--- src/rtl/cam_power_sequencer_pkg.sv ---
// Shared types and defaults for the OV5642 power-up sequencer.
// Timing defaults assume the 100 MHz board clock.
package cam_pkg;

  typedef enum logic [2:0] {
    S_OFF   = 3'd0,
    S_PWDN  = 3'd1,
    S_RST   = 3'd2,
    S_WAIT  = 3'd3,
    S_READY = 3'd4
  } cam_state_e;

  localparam int unsigned T_PWDN_DEF = 100000;   // 1 ms
  localparam int unsigned T_RST_DEF  = 100000;   // 1 ms
  localparam int unsigned T_SCCB_DEF = 2000000;  // 20 ms

  typedef struct packed {
    logic pwdn;
    logic resetb;
    logic busy;
    logic ready;
  } cam_pins_t;

  function automatic int unsigned max3(int unsigned a, int unsigned b, int unsigned c);
    int unsigned m;
    m = (a > b) ? a : b;
    return (m > c) ? m : c;
  endfunction

  // Moore decode of the sensor pins; PWDN is deasserted before RESETB is released.
  function automatic cam_pins_t pins_of(cam_state_e s);
    cam_pins_t p;
    p = '{pwdn: 1'b1, resetb: 1'b0, busy: 1'b0, ready: 1'b0};
    case (s)
      S_PWDN:  p.busy = 1'b1;
      S_RST:   begin p.pwdn = 1'b0; p.busy = 1'b1; end
      S_WAIT:  begin p.pwdn = 1'b0; p.resetb = 1'b1; p.busy = 1'b1; end
      S_READY: begin p.pwdn = 1'b0; p.resetb = 1'b1; p.ready = 1'b1; end
      default: ;
    endcase
    return p;
  endfunction

endpackage

--- src/rtl/cam_power_sequencer_if.sv ---
// Control and sensor-pin bundle between reset conditioning, the sequencer and the SCCB master.
interface cam_power_sequencer_if;
  logic       i_restart;
  logic       i_pwr_down;
  logic       o_cam_pwdn;
  logic       o_cam_resetb;
  logic       o_busy;
  logic       o_ready;
  logic [2:0] o_state;

  modport master (
    output i_restart, i_pwr_down,
    input  o_cam_pwdn, o_cam_resetb, o_busy, o_ready, o_state
  );

  modport slave (
    input  i_restart, i_pwr_down,
    output o_cam_pwdn, o_cam_resetb, o_busy, o_ready, o_state
  );
endinterface

--- src/rtl/cam_power_sequencer.sv ---
// OV5642 power-on sequencer: PWDN hold, RESETB hold, settle wait, then ready for SCCB.
// Pin outputs are registered decodes of the next state, so they change with the state register.
module cam_power_sequencer
  import cam_pkg::*;
#(
  parameter int unsigned T_PWDN_CYC = T_PWDN_DEF,
  parameter int unsigned T_RST_CYC  = T_RST_DEF,
  parameter int unsigned T_SCCB_CYC = T_SCCB_DEF
) (
  input  logic                  i_clk,
  input  logic                  i_reset_n,
  cam_power_sequencer_if.slave  cam
);

  localparam int unsigned CNT_W = $clog2(max3(T_PWDN_CYC, T_RST_CYC, T_SCCB_CYC)) + 1;
  typedef logic [CNT_W-1:0] cnt_t;

  localparam cnt_t PWDN_LAST = cnt_t'(T_PWDN_CYC - 1);
  localparam cnt_t RST_LAST  = cnt_t'(T_RST_CYC - 1);
  localparam cnt_t SCCB_LAST = cnt_t'(T_SCCB_CYC - 1);

  cam_state_e state_q, state_d;
  cnt_t       cnt_q, cnt_d;
  cam_pins_t  pins_q, pins_d;

  always_ff @(posedge i_clk or negedge i_reset_n) begin
    if (!i_reset_n) begin
      state_q <= S_PWDN;
      cnt_q   <= '0;
      pins_q  <= pins_of(S_PWDN);
    end else begin
      state_q <= state_d;
      cnt_q   <= cnt_d;
      pins_q  <= pins_d;
    end
  end

  // Power-down beats restart; restart beats normal sequencing.
  always_comb begin
    state_d = state_q;
    cnt_d   = cnt_q;
    if (cam.i_pwr_down) begin
      state_d = S_OFF;
      cnt_d   = '0;
    end else if (cam.i_restart) begin
      state_d = S_PWDN;
      cnt_d   = '0;
    end else begin
      case (state_q)
        S_OFF: begin
          state_d = S_PWDN;
          cnt_d   = '0;
        end
        S_PWDN: begin
          if (cnt_q == PWDN_LAST) begin
            state_d = S_RST;
            cnt_d   = '0;
          end else begin
            cnt_d = cnt_q + cnt_t'(1);
          end
        end
        S_RST: begin
          if (cnt_q == RST_LAST) begin
            state_d = S_WAIT;
            cnt_d   = '0;
          end else begin
            cnt_d = cnt_q + cnt_t'(1);
          end
        end
        S_WAIT: begin
          if (cnt_q == SCCB_LAST) begin
            state_d = S_READY;
            cnt_d   = '0;
          end else begin
            cnt_d = cnt_q + cnt_t'(1);
          end
        end
        S_READY: ;
        default: begin
          state_d = S_PWDN;
          cnt_d   = '0;
        end
      endcase
    end
    pins_d = pins_of(state_d);
  end

  assign cam.o_cam_pwdn   = pins_q.pwdn;
  assign cam.o_cam_resetb = pins_q.resetb;
  assign cam.o_busy       = pins_q.busy;
  assign cam.o_ready      = pins_q.ready;
  assign cam.o_state      = state_q;

endmodule

--- src/flat_wrapper.sv ---
// flat-port wrapper written by rule: the top's interface ports become plain ports
module cam_power_sequencer_flat import cam_pkg::*;
#(
  parameter int unsigned T_PWDN_CYC = T_PWDN_DEF,
  parameter int unsigned T_RST_CYC  = T_RST_DEF,
  parameter int unsigned T_SCCB_CYC = T_SCCB_DEF
)
  (i_clk, i_reset_n, cam_i_restart, cam_i_pwr_down, cam_o_cam_pwdn, cam_o_cam_resetb, cam_o_busy, cam_o_ready, cam_o_state);
  cam_power_sequencer_if cam_i ();
  input  logic i_clk;
  input  logic i_reset_n;
  input wire logic [$bits(cam_i.i_restart)-1:0] cam_i_restart;
  input wire logic [$bits(cam_i.i_pwr_down)-1:0] cam_i_pwr_down;
  output wire logic [$bits(cam_i.o_cam_pwdn)-1:0] cam_o_cam_pwdn;
  output wire logic [$bits(cam_i.o_cam_resetb)-1:0] cam_o_cam_resetb;
  output wire logic [$bits(cam_i.o_busy)-1:0] cam_o_busy;
  output wire logic [$bits(cam_i.o_ready)-1:0] cam_o_ready;
  output wire logic [$bits(cam_i.o_state)-1:0] cam_o_state;
  assign cam_i.i_restart = cam_i_restart;
  assign cam_i.i_pwr_down = cam_i_pwr_down;
  assign cam_o_cam_pwdn = cam_i.o_cam_pwdn;
  assign cam_o_cam_resetb = cam_i.o_cam_resetb;
  assign cam_o_busy = cam_i.o_busy;
  assign cam_o_ready = cam_i.o_ready;
  assign cam_o_state = cam_i.o_state;
  cam_power_sequencer #(.T_PWDN_CYC(T_PWDN_CYC), .T_RST_CYC(T_RST_CYC), .T_SCCB_CYC(T_SCCB_CYC)) u_core (.i_clk(i_clk), .i_reset_n(i_reset_n), .cam(cam_i));
endmodule
--- config.mk ---
export PLATFORM = sky130hd
export DESIGN_NAME = cam_power_sequencer_flat
export DESIGN_NICKNAME = d
export VERILOG_FILES = /design/src/rtl/cam_power_sequencer_pkg.sv /design/src/rtl/cam_power_sequencer_if.sv /design/src/rtl/cam_power_sequencer.sv /design/src/flat_wrapper.sv
export SDC_FILE = /design/constraint.sdc
export NUM_CORES = 1
export LEC_CHECK = 0
export BUFFER_PORTS_ARGS = -buffer_cell sky130_fd_sc_hd__buf_2
export CORE_UTILIZATION = 34
export CTS_CLUSTER_DIAMETER = 100
export DETAILED_ROUTE_END_ITERATION = 12
export SYNTH_ARGS = -nofsm -noshare
export SYNTH_HDL_FRONTEND = slang
export SYNTH_SLANG_ARGS = --single-unit
--- constraint.sdc ---
create_clock -name i_clk -period 2.8 [get_ports i_clk]
set_input_delay 0.56 -clock i_clk [delete_from_list [all_inputs] [get_ports i_clk]]
set_output_delay 0.56 -clock i_clk [all_outputs]
set_load 0.03 [all_outputs]
==> After elaboration in Yosys (flattened, before gate mapping) <==
Index checks and enable logic that the tools add are counted.
{ "totals": {"output_inout_bits": 7, "reg_bits": 29, "elab_cells": 37, "inputBits": 4} }
{ "classes": {"mux": 15, "addsub": 1, "n_reduce_logical": 4, "eq_ne": 11} }
{ "op_table": {"columns": ["operator", "n"], "rows": [
  ["two-way mux 22 bit", 4],
  ["one-hot mux 22 bit (3 select lines)", 1],
  ["adder 22 x 1 -> 22 bit, second input constant", 1],
  ["equality test 22 x 17 -> 1 bit, second input constant", 1],
  ["equality test 22 x 21 -> 1 bit, second input constant", 1],
  ["two-way mux 3 bit", 5],
  ["equality test 3 x 2 -> 1 bit, second input constant", 4],
  ["one-hot mux 3 bit (4 select lines)", 1],
  ["equality test 3 x 1 -> 1 bit, second input constant", 2],
  ["equality test 3 bit, second input constant", 2],
  ["OR reduction 3 bit", 2],
  ["two-way mux 1 bit", 4],
  ["OR reduction 2 bit", 2],
  ["!= test 3 bit, second input constant", 1]
]} }

==> Longest topological paths before layout <==
{ "depth": {"depth_word": 8, "depth_mapped": 7} }

==> Worst setup path after synthesis <==
OpenSTA, ideal clock, no wires.
{ "synth_path": {"path_type": "reg2reg", "startpoint": "register u_core.state_q[0] (netlist: u_core.cam.o_state[0])", "endpoint": "register u_core.cnt_q[11]", "required_time_ns": 2.723, "setup_ns": 0.077, "path_buffers": 1, "t_arrival_ns": 2.010, "stages_incl_launch_ff": 7, "path_slack_ns": 0.713, "cell_sequence": "dfstp_2 buf_2 nor3b_1 a2111oi_0 nand3_1 xor2_1 a21oi_1"} }
{ "synth_between": {"elab_chain_len": 5} }
{ "synth_rtl": {"columns": ["element", "line_no", "source"], "rows": [
  ["start: declaration", "cam_power_sequencer.sv:22", "cam_state_e state_q, state_d;"],
  ["start signal: assignment", "cam_power_sequencer.sv:32", "state_q <= state_d;"],
  ["equality test 3 x 1 -> 1 bit / equality test 3 x 2 -> 1 bit (equally long branches)", "cam_power_sequencer.sv:49", "case (state_q)"],
  ["OR reduction 2 bit (no source line)", null, null],
  ["one-hot mux 22 bit (3 select lines)", "cam_power_sequencer.sv:49", null],
  ["two-way mux 22 bit", "cam_power_sequencer.sv:45", "end else if (cam.i_restart) begin"],
  ["two-way mux 22 bit", "cam_power_sequencer.sv:42", "if (cam.i_pwr_down) begin"],
  ["end signal: assignment", "cam_power_sequencer.sv:33", "cnt_q <= cnt_d;"],
  ["end: declaration", "cam_power_sequencer.sv:23", "cnt_t cnt_q, cnt_d;"]
]} }
Several ways; a longest one is shown, not always the timed one.
A chain may end at the register's enable or synchronous reset.

==> Worst setup path in the final report <==
{ "layout_path": {"startpoint": "register u_core.cnt_q[14]", "endpoint": "register u_core.cnt_q[2]"} }
{ "layout_between": {"elab_chain_len": 5} }
{ "layout_rtl": {"columns": ["element", "line_no"], "rows": [
  ["equality test 22 x 21 -> 1 bit / equality test 22 x 17 -> 1 bit (equally long branches)", "cam_power_sequencer.sv:71, cam_power_sequencer.sv:55, cam_power_sequencer.sv:63"],
  ["two-way mux 22 bit, on equally long branches", "cam_power_sequencer.sv:71, cam_power_sequencer.sv:55, cam_power_sequencer.sv:63"],
  ["one-hot mux 22 bit (3 select lines) *", "cam_power_sequencer.sv:49"],
  ["two-way mux 22 bit *", "cam_power_sequencer.sv:45"],
  ["two-way mux 22 bit *", "cam_power_sequencer.sv:42"]
]} }
Every way passes the cells marked *; elsewhere a longest branch is shown, timed or not.

==> impl_metrics.ini <==
[status]
run_status = completed

[sta]
setup-tns-final_ps = 0
report.final.setup_viol = 0
max_freq_mhz = 434.7
period_needed_ps = 2300
layout_worst_path_cycle_share = 0.8215
report.final.hold_viol_count = 0
worst_slew_margin_rel = 0.3860
grt_setup_unrepaired = no
timing.final.max_slew_violations = 0
clock-skew-final_ps = 5.807
tightestPinTransition_ps = 897.7

[synthesis]
post_synthesis_share_of_cell_area_spent_on_and_or_nand_and_nor_gates = 0.2949
syn-cell-area_sq_um = 1735
yosys.area_share.adder = 0.007210
post_synthesis_net_count = 201
synth.area.mux_share = 0.005768
post_synth.cell_area_avg_sq_um = 8.854
synth.yosys.warnings = 0
yosys_register_bits = 29
synth_top_flop_cell = sky130_fd_sc_hd__dfrtp_1
synth_enable_flop_cells = 0
synth_compound_area_frac = 0.1694
synth_seq_area_share = 0.4203
synthCells = 196
synth_top_family_by_area = simple AND/OR/NAND/NOR gates
post_synth_num_cell_types = 49
synth-xor-area-share = 0.04037
synth_async_sr_flop_share = 1.000

[detailed_routing]
drc = 0
finalWirelength_um = 4146
dr_total_vias = 1525
routed_wire_length_per_instance_um = 15.13
route.antenna.remaining_nets = 0
viasPerCell = 5.566
drt_pre_antenna_iters = 5
drt_iter0_markers = 160

[setup_path]
worstReg2RegEnd = u_core.cnt_q[2]
critPathCaptureType = flip-flop
r2r.worst_path.cells = 5
critPathLaunch = u_core.cnt_q[14]
critical_path_arrival_ps = 2430
timing.setup.critical_path_class = reg2reg
slowest_stage = sky130_fd_sc_hd__or4_4
critical_path.max_stage_delay_ps = 580
critical_path_cell_count = 5
critical_path_buf_inv_count = 0
regToRegStartpoint = u_core.cnt_q[14]
critical_path_peak_fanout = 13
startpoint_type = flip-flop
crit_family = simple AND/OR/NAND/NOR gates
rrSetupSlack_ps = 500
crit_path_cell_trace = or4_4, nor4_4, a211oi_2, nand2_1, o311ai_0
required_ps = 2930
worst_setup_path_endpoint = u_core.cnt_q[2]

[clock_tree]
cts_made_buffers = 5
clock_tree.root_cell = sky130_fd_sc_hd__clkbuf_8
clock_latency_ps = 280
cts.sinks = 29
cts-hold-fix-buffers = 0
htree_num_levels = 2
tritoncts = built
post_cts_buffers = 0
path_clk_slew_ps = 70
post_cts.resized_instances = 0
ctsLongestPathBuffers = 2

[power]
p_per_area_nw_per_um2 = 412.4
ir_drop_v = 0.0001944
leakage_nw = 0.6801
total_power_w = 0.0007899

[finish]
post-route-util = 0.3977
finish.instance_area_sq_um = 1916
num_antenna_cells = 0
design.final.nets = 211
most-common-layout-cells = sky130_fd_sc_hd__dfrtp_1 (26), sky130_fd_sc_hd__nand2_1 (18), sky130_fd_sc_hd__nand3_1 (17), sky130_fd_sc_hd__inv_1 (13)
final_common_cell = sky130_fd_sc_hd__dfrtp_1
finish.cell_count_without_fillers = 274
drive_gt1_frac = 0.1353
area.growth.synth_to_final_pct = 10.38

[global_routing]
number_of_global_route_vias_before_repair = 1477
antenna_found_initial = 0
grt_first_pass_wirelength_um = 7031
grt_max_degree = 30
grt.total_usage = 0.1708
grt_remaining_overflow = 0

[flow_run]
max_cap_viols = 0

[die]
placeableCoreArea_sq_um = 4817
floorplan.die.height_um = 73.45
design.die.area_sq_um = 5394
die_width_um = 73.45
count_of_boundary_i_o_pins = 11
floorplan.initialDensity = 0.3603
floorplan.rows = 25

[place]
dpl.cell_count = 266
detailedPlacementHpwl_um = 2804
placed_area_sq_um = 1833
gpl_congestion = 0.9138
place.port_buffers = 10

[hold_path]
hold_path_class = in2async
==> power by group <==
part | total (W) | leakage [nW] | internal, W | switching (W)
Sequential | 0.000426 | 0.394 | 0.000423 | 0.00000313
Combinational | 0.0000314 | 0.241 | 0.00000772 | 0.0000237
Clock | 0.000333 | 0.0450 | 0.000172 | 0.000161
==> per-stage QoR <==
| step | worst slack [ps] | hold slack, ps |
|---|---|---|
| 5_1_grt | 350.1 | 374.4 |
| 2_1_floorplan | 712.7 | 264.4 |
| 3_5_place_dp | 492.1 | 491.2 |
| 6_report | 499.7 | 317.9 |
| 4_1_cts | 471.7 | 345.6 |
| 3_3_place_gp | 537.6 | 493.5 |
==> sequential cells by signal, indices dropped and copies added (netlist names) <==
signal	count
u_core.cnt_q	22
u_core.cam.o_cam_pwdn	1
u_core.cam.o_busy	1
u_core.cam.o_cam_resetb	1
u_core.cam.o_state	3
u_core.cam.o_ready	1
==> kinds of logic after synthesis <==
| logic type | count (synthesis) |
|---|---|
| adder cells (fa/ha/maj) | 1 |
| flip-flops | 29 |
| AND/OR/NAND/NOR | 89 |
| AO/OA/AOI/OAI | 45 |
| XOR/XNOR | 8 |
| multiplexers | 1 |
| buffers and inverters | 23 |
==> worst reg2reg max path: stages (launching register included) <==
cell and delay, ps:
sky130_fd_sc_hd__dfrtp_1 430, sky130_fd_sc_hd__or4_4 580, sky130_fd_sc_hd__nor4_4 420, sky130_fd_sc_hd__a211oi_2 130, sky130_fd_sc_hd__nand2_1 410, sky130_fd_sc_hd__o311ai_0 180
==> layout make-up <==
| cell class | instances | area, sq um |
|---|---|---|
| clock buffers | 6 | 72.57 |
| clock inverters | 2 | 10.01 |
| fillers | 501 | 2902 |
| inverters | 13 | 48.80 |
| multi-input cells | 144 | 898.4 |
| flip-flops and latches | 29 | 729.5 |
| well taps | 67 | 83.83 |
| repair buffers | 13 | 72.57 |
==> worst min path at each step <==
stage / startpoint / endpoint / slack (ps) / cells past startpoint
final: i_reset_n / u_core.cnt_q[7] / 320 / 1
after global routing: i_reset_n / u_core.cnt_q[7] / 370 / 1
after CTS: i_reset_n / u_core.cnt_q[7] / 350 / 1
after detailed placement: u_core.cnt_q[21] / u_core.cnt_q[21] / 490 / 1
after global placement: u_core.cnt_q[21] / u_core.cnt_q[21] / 490 / 1
after floorplan: i_reset_n / u_core.cam.o_cam_resetb / 260 / 0
==> cell usage after synthesis (2+ instances only) <==
cell type | count | area share
sky130_fd_sc_hd__and4_1 | 3 | 0.015
sky130_fd_sc_hd__nand3_1 | 17 | 0.049
sky130_fd_sc_hd__nand4_1 | 7 | 0.025
sky130_fd_sc_hd__or4bb_1 | 2 | 0.013
sky130_fd_sc_hd__a21oi_1 | 4 | 0.012
sky130_fd_sc_hd__buf_4 | 2 | 0.0086
sky130_fd_sc_hd__xnor2_1 | 5 | 0.025
sky130_fd_sc_hd__nor4_1 | 7 | 0.025
sky130_fd_sc_hd__or4_1 | 2 | 0.0086
sky130_fd_sc_hd__buf_2 | 5 | 0.014
sky130_fd_sc_hd__and3_1 | 3 | 0.011
sky130_fd_sc_hd__nor3_1 | 6 | 0.017
sky130_fd_sc_hd__a31oi_1 | 11 | 0.040
sky130_fd_sc_hd__o22ai_1 | 2 | 0.0072
sky130_fd_sc_hd__nand2b_1 | 2 | 0.0072
sky130_fd_sc_hd__xor2_1 | 3 | 0.015
sky130_fd_sc_hd__nand2_1 | 18 | 0.039
sky130_fd_sc_hd__dfrtp_1 | 26 | 0.37
sky130_fd_sc_hd__o21a_1 | 2 | 0.0086
sky130_fd_sc_hd__o21ai_0 | 6 | 0.017
sky130_fd_sc_hd__nor2_1 | 11 | 0.024
sky130_fd_sc_hd__o211ai_1 | 2 | 0.0086
sky130_fd_sc_hd__inv_1 | 13 | 0.028
sky130_fd_sc_hd__o21ai_1 | 8 | 0.023
sky130_fd_sc_hd__dfstp_2 | 3 | 0.045
sky130_fd_sc_hd__nand3b_1 | 3 | 0.013
==> metal layers <==
| layer | wire length, um | global-route usage |
|---|---|---|
| met3 | 166 | 0.03429 |
| met2 | 1905 | 0.2681 |
| met5 | 0 | 0 |
| met1 | 2045 | 0.2355 |
| met4 | 29 | 0.05556 |
No activity file was read; power rests on OpenSTA's default activity.
